[src/rtl/imem_arbiter_if.sv]
// Purpose : request/response/memory bundle between two requesters, the
//           instruction-memory arbiter and the synchronous-read memory.
// Ports   : slave = arbiter view; master = requesters + memory view.
// Latency : n/a (wiring only); backpressure carried by the ready signals.
interface imem_arbiter_if #(
   parameter int ADDR_W = 32,
   parameter int DATA_W = 32
);
   // request channels
   logic              i_req0_valid;
   logic              i_req1_valid;
   logic [ADDR_W-1:0] i_req0_addr;
   logic [ADDR_W-1:0] i_req1_addr;
   logic              o_req0_ready;
   logic              o_req1_ready;

   // response channels
   logic              o_rsp0_valid;
   logic              o_rsp1_valid;
   logic [DATA_W-1:0] o_rsp0_data;
   logic [DATA_W-1:0] o_rsp1_data;
   logic              o_rsp0_err;
   logic              o_rsp1_err;
   logic              i_rsp0_ready;
   logic              i_rsp1_ready;

   // memory side and status
   logic [ADDR_W-1:0] o_mem_addr;
   logic              o_mem_stop;
   logic [DATA_W-1:0] i_mem_data;
   logic [15:0]       o_stall_cnt;

   modport slave (
      input  i_req0_valid, i_req1_valid, i_req0_addr, i_req1_addr,
      output o_req0_ready, o_req1_ready,
      output o_rsp0_valid, o_rsp1_valid, o_rsp0_data, o_rsp1_data,
      output o_rsp0_err, o_rsp1_err,
      input  i_rsp0_ready, i_rsp1_ready,
      output o_mem_addr, o_mem_stop,
      input  i_mem_data,
      output o_stall_cnt
   );

   modport master (
      output i_req0_valid, i_req1_valid, i_req0_addr, i_req1_addr,
      input  o_req0_ready, o_req1_ready,
      input  o_rsp0_valid, o_rsp1_valid, o_rsp0_data, o_rsp1_data,
      input  o_rsp0_err, o_rsp1_err,
      output i_rsp0_ready, i_rsp1_ready,
      input  o_mem_addr, o_mem_stop,
      output i_mem_data,
      input  o_stall_cnt
   );
endinterface

[src/rtl/imem_arbiter.sv]
// Purpose : two-port round-robin arbiter/sequencer for a single-port,
//           one-cycle-latency instruction memory (err on addr >= DEPTH).
// Latency : response valid the cycle after grant; held until consumed.
// Backpressure: an unconsumed response freezes the memory (stop=1) and
//           blocks all grants; consume + new grant in one cycle is allowed.
// Ports   : clk, rst (async, active-high); bus = imem_arbiter_if.slave.
module imem_arbiter #(
   parameter int ADDR_W = 32,
   parameter int DATA_W = 32,
   parameter int DEPTH  = 2048
) (
   input  logic               clk,
   input  logic               rst,
   imem_arbiter_if.slave      bus
);

   typedef enum logic {IDLE, BUSY} state_t;

   localparam logic [ADDR_W-1:0] DEPTH_A = ADDR_W'(DEPTH);

   state_t      state_q, state_d;
   logic        own_q, own_d;     // port that owns the outstanding response
   logic        err_q, err_d;     // outstanding response is out of range
   logic        pri_q, pri_d;     // port with priority on contention
   logic [15:0] stall_q;

   logic busy, rsp0_vld, rsp1_vld, consumed, free;
   logic gnt0, gnt1, stall_inc;

   always_ff @(posedge clk or posedge rst) begin
      if (rst) begin
         state_q <= IDLE;
         own_q   <= 1'b0;
         err_q   <= 1'b0;
         pri_q   <= 1'b0;
         stall_q <= 16'd0;
      end else begin
         state_q <= state_d;
         own_q   <= own_d;
         err_q   <= err_d;
         pri_q   <= pri_d;
         if (stall_inc && (stall_q != 16'hFFFF))
            stall_q <= stall_q + 16'd1;
      end
   end

   always_comb begin
      busy      = (state_q == BUSY);
      rsp0_vld  = busy & ~own_q;
      rsp1_vld  = busy & own_q;
      consumed  = (rsp0_vld & bus.i_rsp0_ready) | (rsp1_vld & bus.i_rsp1_ready);
      // Reset gates the grant so ready stays low while rst is held,
      // even though the state already reads IDLE.
      free      = ~rst & (~busy | consumed);
      gnt0      = free & bus.i_req0_valid & (~bus.i_req1_valid | ~pri_q);
      gnt1      = free & bus.i_req1_valid & (~bus.i_req0_valid | pri_q);
      stall_inc = (bus.i_req0_valid & ~gnt0) | (bus.i_req1_valid & ~gnt1);

      state_d = state_q;
      own_d   = own_q;
      err_d   = err_q;
      pri_d   = pri_q;
      if (gnt0 | gnt1) begin
         state_d = BUSY;
         own_d   = gnt1;
         err_d   = gnt1 ? (bus.i_req1_addr >= DEPTH_A) : (bus.i_req0_addr >= DEPTH_A);
         pri_d   = gnt0;   // priority passes to the other port
      end else if (free) begin
         state_d = IDLE;
      end
   end

   assign bus.o_req0_ready = gnt0;
   assign bus.o_req1_ready = gnt1;

   assign bus.o_mem_addr = gnt1 ? bus.i_req1_addr :
                           gnt0 ? bus.i_req0_addr : '0;
   // Holding the memory whenever nothing is granted keeps a pending
   // response stable without a local data register.
   assign bus.o_mem_stop = ~(gnt0 | gnt1);

   assign bus.o_rsp0_valid = rsp0_vld;
   assign bus.o_rsp1_valid = rsp1_vld;
   assign bus.o_rsp0_err   = rsp0_vld & err_q;
   assign bus.o_rsp1_err   = rsp1_vld & err_q;
   assign bus.o_rsp0_data  = (rsp0_vld & ~err_q) ? bus.i_mem_data : '0;
   assign bus.o_rsp1_data  = (rsp1_vld & ~err_q) ? bus.i_mem_data : '0;

   assign bus.o_stall_cnt = stall_q;

endmodule
[src/flat_wrapper.sv]
// flat-port wrapper written by rule: the top's interface ports become plain ports
module imem_arbiter_flat 
#(
   parameter int ADDR_W = 32,
   parameter int DATA_W = 32,
   parameter int DEPTH  = 2048
)
  (clk, rst, bus_i_req0_valid, bus_i_req1_valid, bus_i_req0_addr, bus_i_req1_addr, bus_o_req0_ready, bus_o_req1_ready, bus_o_rsp0_valid, bus_o_rsp1_valid, bus_o_rsp0_data, bus_o_rsp1_data, bus_o_rsp0_err, bus_o_rsp1_err, bus_i_rsp0_ready, bus_i_rsp1_ready, bus_o_mem_addr, bus_o_mem_stop, bus_i_mem_data, bus_o_stall_cnt);
  imem_arbiter_if #(.ADDR_W(ADDR_W), .DATA_W(DATA_W)) bus_i ();
  input  logic clk;
  input  logic rst;
  input wire logic [$bits(bus_i.i_req0_valid)-1:0] bus_i_req0_valid;
  input wire logic [$bits(bus_i.i_req1_valid)-1:0] bus_i_req1_valid;
  input wire logic [$bits(bus_i.i_req0_addr)-1:0] bus_i_req0_addr;
  input wire logic [$bits(bus_i.i_req1_addr)-1:0] bus_i_req1_addr;
  output wire logic [$bits(bus_i.o_req0_ready)-1:0] bus_o_req0_ready;
  output wire logic [$bits(bus_i.o_req1_ready)-1:0] bus_o_req1_ready;
  output wire logic [$bits(bus_i.o_rsp0_valid)-1:0] bus_o_rsp0_valid;
  output wire logic [$bits(bus_i.o_rsp1_valid)-1:0] bus_o_rsp1_valid;
  output wire logic [$bits(bus_i.o_rsp0_data)-1:0] bus_o_rsp0_data;
  output wire logic [$bits(bus_i.o_rsp1_data)-1:0] bus_o_rsp1_data;
  output wire logic [$bits(bus_i.o_rsp0_err)-1:0] bus_o_rsp0_err;
  output wire logic [$bits(bus_i.o_rsp1_err)-1:0] bus_o_rsp1_err;
  input wire logic [$bits(bus_i.i_rsp0_ready)-1:0] bus_i_rsp0_ready;
  input wire logic [$bits(bus_i.i_rsp1_ready)-1:0] bus_i_rsp1_ready;
  output wire logic [$bits(bus_i.o_mem_addr)-1:0] bus_o_mem_addr;
  output wire logic [$bits(bus_i.o_mem_stop)-1:0] bus_o_mem_stop;
  input wire logic [$bits(bus_i.i_mem_data)-1:0] bus_i_mem_data;
  output wire logic [$bits(bus_i.o_stall_cnt)-1:0] bus_o_stall_cnt;
  assign bus_i.i_req0_valid = bus_i_req0_valid;
  assign bus_i.i_req1_valid = bus_i_req1_valid;
  assign bus_i.i_req0_addr = bus_i_req0_addr;
  assign bus_i.i_req1_addr = bus_i_req1_addr;
  assign bus_o_req0_ready = bus_i.o_req0_ready;
  assign bus_o_req1_ready = bus_i.o_req1_ready;
  assign bus_o_rsp0_valid = bus_i.o_rsp0_valid;
  assign bus_o_rsp1_valid = bus_i.o_rsp1_valid;
  assign bus_o_rsp0_data = bus_i.o_rsp0_data;
  assign bus_o_rsp1_data = bus_i.o_rsp1_data;
  assign bus_o_rsp0_err = bus_i.o_rsp0_err;
  assign bus_o_rsp1_err = bus_i.o_rsp1_err;
  assign bus_i.i_rsp0_ready = bus_i_rsp0_ready;
  assign bus_i.i_rsp1_ready = bus_i_rsp1_ready;
  assign bus_o_mem_addr = bus_i.o_mem_addr;
  assign bus_o_mem_stop = bus_i.o_mem_stop;
  assign bus_i.i_mem_data = bus_i_mem_data;
  assign bus_o_stall_cnt = bus_i.o_stall_cnt;
  imem_arbiter #(.ADDR_W(ADDR_W), .DATA_W(DATA_W), .DEPTH(DEPTH)) u_core (.clk(clk), .rst(rst), .bus(bus_i));
endmodule
[config.mk]
export PLATFORM = sky130hd
export DESIGN_NAME = imem_arbiter_flat
export DESIGN_NICKNAME = d
export VERILOG_FILES = /design/src/rtl/imem_arbiter_if.sv /design/src/rtl/imem_arbiter.sv /design/src/flat_wrapper.sv
export SDC_FILE = /design/constraint.sdc
export NUM_CORES = 1
export LEC_CHECK = 0
export BUFFER_PORTS_ARGS = -buffer_cell sky130_fd_sc_hd__buf_2
export CAP_MARGIN = 20
export CELL_PAD_IN_SITES_DETAIL_PLACEMENT = 1
export CELL_PAD_IN_SITES_GLOBAL_PLACEMENT = 2
export CORE_ASPECT_RATIO = 1.25
export CORE_MARGIN = 3
export CORE_UTILIZATION = 17
export DETAILED_ROUTE_END_ITERATION = 12
export GPL_TIMING_DRIVEN = 0
export HOLD_SLACK_MARGIN = 0.05
export PLACE_DENSITY = 0.91
export SKIP_LAST_GASP = 1
export SLEW_MARGIN = 5
export SYNTH_ARGS = -nofsm -noshare
export SYNTH_HDL_FRONTEND = slang
export SYNTH_SLANG_ARGS = --single-unit
[constraint.sdc]
create_clock -name clk -period 3.93 [get_ports clk]
set_input_delay 0.786 -clock clk [delete_from_list [all_inputs] [get_ports clk]]
set_output_delay 0.786 -clock clk [all_outputs]
set_load 0.05 [all_outputs]
==> flow_summary.ini, run 1 <==
[logic_synthesis]
synth_fp_nets = 334
syn-instance-count = 231
ys_seq_area_share_pct = 25.17
synth_top_family_by_area = simple AND/OR/NAND/NOR gates
ys_types = 40
synth-edff-count = 0
ys_seq_elements = 20
synth_xor_area_share_pct = 6.608
syn-mean-instance-area_um2 = 8.607
synth-compound-area-share_pct = 24.48
async_flop_share_pct = 100.0
yosysWarningCount = 0
synth-adder-area-share_pct = 1.133
ys.flop_type = dfrtp_1
synthesis.area_um2 = 1988
yosys.area_share.simple_pct = 34.93
synthMuxAreaShare_pct = 1.699

[floorplan]
start_util_pct = 17.68
core_area_um2 = 11240
fp.dieW_um = 102.7
fp.dieH_um = 126.9
rows = 43
die_area_um2 = 13040
ios = 221

[cells_and_area]
finalCoreUtilization_pct = 29.60
finalInstanceArea_um2 = 3328
antenna_cells = 0
fin_cells = 588
nFillCells = 1410
synthToLayoutAreaGrowth_pct = 67.40
drive_gt1_share_pct = 52.32
final_nets = 558

[placement]
placed_cells = 585
place_area_um2 = 3253
port_buffers = 219
gp_congestion = 0.8390
place_worst_setup_slack_ns = 0.5650
hpwl_mm = 8.810

[clock_tree]
cts_buffer_depth = 2
post_cts_resized = 0
clkTransAtPathRegs_ns = 0.05
cts_sinks = 20
cts_root_buffer = clkbuf_16
post_cts_buffers = 0
clkLatencyLatePin_ns = 0.25
cts_tree = done
cts_made_buffers = 3
htree_levels = 1
postCtsHoldBufs = 0

[routing]
ant_nets = 0
drc = 0
firstDrtPassIters = 4
viasPerCell = 4.541
drt_iter0_drc = 45
vias = 2670
drt-total-wl_mm = 10.03
wl_per_cell_um = 17.06

[hold_path]
hold_path_class = register to register

[setup_path]
crit_family = compound AO/OA/AOI/OAI gates
cp.arrival_ns = 2.58
slowest_delay_ns = 0.44
crit_type = input port to output port
cp_num_buf_inv = 3
cp-start-kind = input port
path_max_fanout = 10
crit_top_cell = buf_2
cp.required_ns = 3.14
crit_slowest_cell = a211oi_4
path_cells = buf_2 -> a21bo_2 -> a211oi_4 -> clkbuf_1 -> a22o_1 -> buf_2
cp-end-kind = output port

[grt]
grt_use_met3_pct = 4.345
top_usage_layer = met2
gr-total-overflow = 0
grt_pass1_vias = 2789
grt_start_max_net_pins = 21
track_usage_pct = 14.00
grt_pass1_wl_mm = 14.57
antenna_found_initial = 0
met1_usage_pct = 15.27
grt.met2_usage_pct = 26.39

[flow_run]
drv_cap = 0

[timing]
worst_slew_pin_slew_ns = 0.8139
skew_ns = 0.001620
setup-violations-final = 0
rsz0062_at_grt = no
setup_tns_ns = 0
min_period_ns = 3.365
drv_slew = 0
fmax_mhz = 297.2
fin_hold_ws_ns = 0.4915
hold_violations = 0
slew-limit-headroom_pct = 45.74
period_share_pct = 85.63
setup_ws_ns = 0.5648

[power]
power.total_mw = 1.669
cellPowerDensity_nw_per_um2 = 501.5
ir_worst_vdd_mv = 0.3650
p_leak_nw = 1.859

[run_status]
status = completed
[sequential cells by signal, summed over array words and instances, names as in the netlist]
signal and flops:
u_core.busy 1, u_core.err_q 1, u_core.own_q 1, u_core.pri_q 1, u_core.bus.o_stall_cnt 16
[routing by layer]
metal,up-vias,wire [um]
met4,0,87
li1,1288,-
met3,10,1035
met5,-,0
met2,126,5243
met1,1246,3668
[logic make-up (layout without fill, tap and decap cells)]
logic type,Yosys count,count (layout)
and+or+nand+nor,114,114
AOI/OAI and AO/OA,55,55
buffers and inverters,23,245
DFF,20,20
xor gates and xnor gates,15,15
adders and majority gates,2,2
muxes,2,2
[final timing paths]
kind,from,endpoint,slack [ns],depth (start not counted)
worst max-delay path,bus_i_req1_valid,bus_o_mem_addr[16],0.56,6
worst min-delay path,u_core.bus.o_stall_cnt[14],u_core.bus.o_stall_cnt[14],0.49,1
worst max register to register,u_core.bus.o_stall_cnt[0],u_core.bus.o_stall_cnt[1],1.83,6
worst min register to register,u_core.bus.o_stall_cnt[14],u_core.bus.o_stall_cnt[14],0.49,1
max in group asynchronous,rst,u_core.bus.o_stall_cnt[2],2.62,2
min in group asynchronous,rst,u_core.own_q,0.82,2
[synth_stat cells (all sizes together) (2+ instances only)]
| master | instances | area share (%) |
|---|---|---|
| a2111oi | 8 | 4.5 |
| a211oi | 6 | 2.9 |
| a21oi | 4 | 1.2 |
| a22o | 32 | 14 |
| and2 | 68 | 21 |
| buf | 6 | 2.8 |
| clkbuf | 11 | 2.1 |
| dfrtp | 20 | 25 |
| inv | 6 | 1.1 |
| nand2 | 7 | 1.3 |
| nand3 | 4 | 1.0 |
| nand4 | 5 | 1.6 |
| nor2 | 6 | 1.1 |
| nor2b | 4 | 1.3 |
| nor3 | 3 | 0.75 |
| nor4 | 9 | 3.1 |
| xnor2 | 2 | 0.88 |
| xor2 | 13 | 5.7 |
[cell usage in the layout, fill, tap and decap left out, types with 2 or more instances in the layout]
cell type,count
nand3_1,4
a21oi_1,3
nor2_1,6
xnor2_1,2
buf_2,221
nor4_1,8
buf_6,4
inv_1,6
clkbuf_1,11
a2111oi_0,7
dfrtp_1,20
a211oi_1,5
clkbuf_16,3
nand2_1,7
nor3_1,3
nor2b_1,4
a22o_1,32
xor2_1,13
and2_1,68
nand4_1,5
[worst register-to-register path, cell delays in order (launching register included)]
cell and delay [ns]:
dfrtp_1 0.40, ha_1 0.19, nand3_1 0.14, nor4_2 0.52, buf_2 0.30, a21oi_1 0.13
mux2_2 0.30
[where the power goes]
group | switching [mW] | total, mW | leakage [nW] | internal [mW]
registers | 0.0966 | 0.380 | 0.234 | 0.283
logic | 0.790 | 1.09 | 1.59 | 0.296
clock network | 0.0698 | 0.204 | 0.0370 | 0.134
[layout make-up]
type                            count  area [um^2]  share of cell area [%]
Sequential cell                    20        500.5                   15.04
Timing Repair Buffer              219         1096                   32.93
Clock buffer                        3        75.07                   2.256
Multi-Input combinational cell    188         1369                   41.13
Inverter                            6        22.52                  0.6767
Tap cell                          135        168.9                   5.075
Buffer                             17        96.34                   2.895
Power figures use the tool's default switching activity.
==> inputs of run 2 (changes only) <==
Settings changed: CELL_PAD_IN_SITES_DETAIL_PLACEMENT 1 to not set, CELL_PAD_IN_SITES_GLOBAL_PLACEMENT 2 to not set, CORE_AREA set to 3 3 84 86, CORE_ASPECT_RATIO 1.25 to not set, CORE_MARGIN 3 to not set, CORE_UTILIZATION 17 to not set, DIE_AREA set to 0 0 87 89, PLACE_DENSITY 0.91 to 0.8.
Clock period 3.93 ns to 3.5 ns, I/O delays scaled along.
==> run 2 against run 1 <==
Effect of this change:
- sequential power rose by 11%
- global-route usage rose by 5.7 points
- die area fell by 41%
- worst setup slack got worse by 0.23 ns
- critical path depth did not move
- non-clock buffer count did not move
- register-to-register slack got worse by 0.40 ns
- first-iteration DRC count rose by 67%
- core utilization rose by 22 points
- via count rose by 0.15%
- flip-flop and latch count did not move
==> flow_summary.ini, run 2 (synthesized netlist as in run 1, its figures left out) <==
[routing]
firstDrtPassIters = 4
viasPerCell = 5.036
drt_iter0_drc = 75
vias = 2674
ant_nets = 0
drc = 0
wl_per_cell_um = 16.40
drt-total-wl_mm = 8.706

[placement]
place_worst_setup_slack_ns = 0.3690
port_buffers = 219
placed_cells = 527
gp_congestion = 0.8149
hpwl_mm = 7.374

[power]
p_comb_share_pct = 64.7
power.switching_mw = 1.058
cellPowerDensity_nw_per_um2 = 571.5
seqPwrFrac_pct = 22.7
p_leak_nw = 1.857
sw_frac_of_total_pct = 56.91
p_clk_share_pct = 12.6
ir_worst_vdd_mv = 0.5804
intPower_mw = 0.8009

[floorplan]
start_util_pct = 31.31
fp.dieW_um = 87
die_area_um2 = 7743
ios = 221
rows = 29
core_area_um2 = 6350
fp.dieH_um = 89

[cells_and_area]
final_cell_mix = 221 x buf_2, 68 x and2_1, 32 x a22o_1, 20 x dfrtp_1, 13 x xor2_1
final_common_cell = buf_2
drive_gt1_share_pct = 52.42
finalCoreUtilization_pct = 51.21
synthToLayoutAreaGrowth_pct = 63.56
largest_register_ffs = 16
antenna_cells = 0
fin_cells = 531
final_nets = 558
nFillCells = 615

[setup_path]
cp-end-kind = output port
path_cells = buf_2 -> a21bo_2 -> a211oi_4 -> clkbuf_1 -> a22o_1 -> buf_2
cp.arrival_ns = 2.47
crit_type = input port to output port
cp_num_buf_inv = 3
slowest_delay_ns = 0.44
crit_slowest_cell = a211oi_4
crit_top_cell = buf_2
path_max_fanout = 10
cp-start-kind = input port
cp.required_ns = 2.80
crit_family = compound AO/OA/AOI/OAI gates

[timing]
drv_slew = 0
setup-violations-final = 0
slew-limit-headroom_pct = 47.98
worst_slew_pin_slew_ns = 0.7794
hold_violations = 0
rsz0062_at_grt = no
setup_tns_ns = 0
min_period_ns = 3.166
skew_ns = 0.005800
period_share_pct = 90.46
setup_ws_ns = 0.3339
fmax_mhz = 315.8

[grt]
grt_start_max_net_pins = 21
grt_pass1_wl_mm = 12.12
antenna_found_initial = 0
gr-total-overflow = 0
grt_pass1_vias = 2365
track_usage_pct = 19.70

[clock_tree]
cts_sinks = 20
post_cts_buffers = 0
postCtsHoldBufs = 0
htree_levels = 1
cts_root_buffer = clkbuf_8
cts_made_buffers = 3
post_cts_resized = 0
clkTransAtPathRegs_ns = 0.08
cts_tree = done
cts_buffer_depth = 2
clkLatencyLatePin_ns = 0.26

[hold_path]
hold_path_class = register to register

[run_status]
status = completed

[flow_run]
drv_cap = 0
run 2: worst paths after layout:
path / startpoint / to / slack [ns] / depth (start not counted)
setup / recovery: bus_i_req1_valid / bus_o_mem_addr[15] / 0.33 / 6
hold / removal: u_core.bus.o_stall_cnt[14] / u_core.bus.o_stall_cnt[14] / 0.49 / 1
setup reg to reg: u_core.bus.o_stall_cnt[0] / u_core.bus.o_stall_cnt[1] / 1.43 / 6
hold reg to reg: u_core.bus.o_stall_cnt[14] / u_core.bus.o_stall_cnt[14] / 0.49 / 1
max in group asynchronous: rst / u_core.bus.o_stall_cnt[15] / 2.29 / 2
min in group asynchronous: rst / u_core.bus.o_stall_cnt[9] / 0.72 / 2
run 2: worst reg2reg max path, delay by kind of cell, from the launching register on:
family	cells	cell delay, ns
and+or+nand+nor	2	0.63
DFF	1	0.41
muxes	1	0.30
buffers and inverters	1	0.29
adders and majority gates	1	0.19
AOI/OAI and AO/OA	1	0.13
run 2: layer usage:
| metal | vias up | global-route usage, % | part of all wire [%] |
|---|---|---|---|
| met3 | 8 | 9.217 | 14 |
| met1 | 1226 | 24.53 | 37 |
| met4 | 0 | 3.541 | 1.3 |
| met5 | - | 0 | 0 |
| met2 | 153 | 31.54 | 47 |
| li1 | 1287 | - | - |
run 2: power by group through the flow:
stage	registers (mW)	logic (mW)	clock network (mW)
global route	0.440	1.27	0.250
global placement	0.421	1.19	0
detailed placement	0.425	1.20	0
finish	0.422	1.20	0.235
floorplan	0.642	0.670	0
CTS	0.422	1.21	0.237
run 2: area by class of cell:
class / instances / area (um^2) / area share (%)
buffer: 17 / 96.34 / 2.963
tap: 77 / 96.34 / 2.963
sequential: 20 / 500.5 / 15.39
multi-input combinational: 188 / 1369 / 42.09
clock buffer: 3 / 41.29 / 1.270
timing repair buffer: 219 / 1096 / 33.71
clock inverter: 1 / 30.03 / 0.9234
inverter: 6 / 22.52 / 0.6926
run 2: through the flow:
| step | total power, mW | hold WS, ns | cell area (um^2) |
|---|---|---|---|
| 2_1_floorplan | 1.312 | 0.4900 | 1988 |
| 3_3_place_gp | 1.611 | 0.4767 | 3181 |
| 3_5_place_dp | 1.627 | 0.4777 | 3181 |
| 4_1_cts | 1.865 | 0.4931 | 3252 |
| 5_1_grt | 1.959 | 0.5061 | 3252 |
| 6_report | 1.859 | 0.4866 | 3252 |
==> inputs of run 3 (changes only) <==
Settings changed: ABC_AREA set to 1, CORE_AREA 3 3 84 86 to 3 3 85 87, DIE_AREA 0 0 87 89 to 0 0 88 90, PLACE_DENSITY 0.8 to 0.83.
==> run 3 against run 2 <==
Effect of this change:
- non-clock buffer count rose by 1
- cell area is 8.7% higher
- sequential share of layout area down 1.2 points
- clock power is 26% lower
- sequential power is 17% lower
- die area grew 2.3%
- flip-flop and latch count stayed put
- via count rose by 27%
- first-iteration DRC count increased by 110%
- critical endpoint is now bus_o_mem_addr[18]
- largest cell class unchanged
==> flow_summary.ini, run 3 <==
[timing]
setup-violations-final = 0
slew-limit-headroom_pct = 50.14
worst_slew_pin_slew_ns = 0.7471
rsz0062_at_grt = no
fin_hold_ws_ns = 0.4826
setup_tns_ns = 0
skew_ns = 0.008911
setup_ws_ns = 0.6825
period_share_pct = 80.50
min_period_ns = 2.817
drv_slew = 0
hold_violations = 0
fmax_mhz = 354.9

[logic_synthesis]
yosys.area.top_type = nand2_1
synthTopCellsByArea = nand2_1 25%, dfrtp_1 22%, nor2_1 15%, inv_1 11%, nand3_1 7.0%
yosys-top-cells-count = 151 x nand2_1, 94 x nor2_1, 67 x inv_1
ys_seq_area_share_pct = 21.93
yosysMostFrequentCell = nand2_1
synthesis.area_um2 = 2282
synth_fp_nets = 531
syn-mean-instance-area_um2 = 5.332
async_flop_share_pct = 100.0
ys_types = 25
yosysWarningCount = 0
ys.flop_type = dfrtp_1
synth_top_cell_area_share_pct = 24.84
syn-instance-count = 428
ys_seq_elements = 20
synth-edff-count = 0

[power]
p_leak_nw = 2.437
ir_worst_vdd_mv = 0.3219
cellPowerDensity_nw_per_um2 = 667.0

[setup_path]
path_max_fanout = 10
cp_num_buf_inv = 6
cp.required_ns = 2.80
path_cells = buf_2 -> a21boi_0 -> nand3_2 -> buf_4 -> inv_2 -> buf_6 -> buf_6 -> nand2_1 -> nand2_1 -> buf_2
cp-start-kind = input port
crit_family = buffers and inverters
cp-end-kind = output port
slowest_delay_ns = 0.27
crit_slowest_cell = buf_2
cp.arrival_ns = 2.12
crit_type = input port to output port

[cells_and_area]
finalCoreUtilization_pct = 55.04
synthToLayoutAreaGrowth_pct = 54.88
final_nets = 756
largest_register_ffs = 16
antenna_cells = 0
drive_gt1_share_pct = 38.65
final_common_cell = buf_2
finalInstanceArea_um2 = 3535
final_cell_mix = 225 x buf_2, 151 x nand2_1, 94 x nor2_1, 67 x inv_1, 32 x nand3_1

[grt]
track_usage_pct = 23.02
grt_start_max_net_pins = 21
grt_pass1_wl_mm = 14.80
antenna_found_initial = 0
gr-total-overflow = 0
grt_pass1_vias = 3000

[clock_tree]
clkTransAtPathRegs_ns = 0.07
clkLatencyLatePin_ns = 0.26
cts_sinks = 20
post_cts_resized = 0
cts_tree = done
htree_levels = 1
postCtsHoldBufs = 0
cts_buffer_depth = 2
post_cts_buffers = 0
cts_made_buffers = 3
cts_root_buffer = clkbuf_8

[placement]
place_worst_setup_slack_ns = 0.6946
gp_congestion = 0.9137
port_buffers = 220
place_area_um2 = 3480
hpwl_mm = 8.520

[routing]
viasPerCell = 4.642
vias = 3384
drt_iter0_drc = 159
drc = 0
wl_per_cell_um = 13.70
firstDrtPassIters = 5
ant_nets = 0
drt-total-wl_mm = 9.990

[floorplan]
core_area_um2 = 6422
start_util_pct = 35.53
fp.dieH_um = 90
rows = 29
ios = 221
die_area_um2 = 7920
fp.dieW_um = 88

[hold_path]
hold_path_class = register to register

[run_status]
status = completed

[flow_run]
drv_cap = 0
-- run 3: cell types whose count changed in the layout (fill, tap and decap cells not counted), moves of 6 or more --
cell       delta
nor4_1        -8
and2_1       -68
nor2_1       +88
nand3_1      +28
a2111oi_0     -7
xor2_1       -10
a22o_1       -32
o22ai_1       +6
nand2_1     +144
inv_1        +61
-- run 3: cell type report --
cell class | instances | area (um^2)
fillers | 684 | 2888
multi-input cells | 322 | 1415
repair buffers | 220 | 1101
flip-flops and latches | 20 | 500.5
inverters | 69 | 259.0
plain buffers | 17 | 107.6
well taps | 77 | 96.34
clock buffers | 4 | 55.05
-- run 3: cells by family (layout without fill, tap and decap cells) --
family                     count (synthesis)  count (layout)  share of synthesized area, %
and+or+nand+nor                          299             299                         54.82
buffers and inverters                     86             310                         16.06
DFF                                       20              20                         21.93
AOI/OAI and AO/OA                         15              15                         3.947
xor gates and xnor gates                   7               7                         2.686
adders and majority gates                  1               1                        0.5482
-- run 3: power by group --
group	total (mW)	internal (mW)	leakage, nW	switching, mW
clock	0.175	0.100	0.0288	0.0753
sequential	0.350	0.285	0.262	0.0657
combinational	1.83	0.392	2.15	1.44
total	2.36	0.777	2.44	1.58
-- run 3: worst paths after layout --
path,startpoint,to,slack (ns),cells past startpoint
worst max register to register,u_core.bus.o_stall_cnt[0],u_core.bus.o_stall_cnt[3],1.63,9
max in group asynchronous,rst,u_core.bus.o_stall_cnt[10],2.45,2
worst min register to register,u_core.err_q,u_core.err_q,0.48,2
min in group asynchronous,rst,u_core.bus.o_stall_cnt[12],0.58,2
worst max-delay path,bus_i_req1_valid,bus_o_mem_addr[18],0.68,10
worst min-delay path,u_core.err_q,u_core.err_q,0.48,2
-- run 3: stage by stage --
step	std cells	power [mW]
after detailed placement	725	2.191
after floorplan	428	1.740
after global routing	729	2.489
after global placement	725	2.174
after CTS	729	2.369
final	729	2.358
-- run 3: layer usage --
layer / vias up / global-route usage [%] / share of wire (%)
met2: 142 / 43.22 / 53
met3: 14 / 2.559 / 7.6
met4: 0 / 5.499 / 1.7
li1: 1724 / - / -
met1: 1504 / 27.03 / 38
met5: - / 0 / 0
-- run 3: worst reg2reg max path: stages, from the launching register on --
cell and delay, ns:
dfrtp_1 0.46, ha_1 0.30, nand2_1 0.12, nor2_4 0.19, nand2_2 0.10, nor2_4 0.11
nand2_4 0.09, buf_2 0.22, nand3_1 0.11, nand2_1 0.06
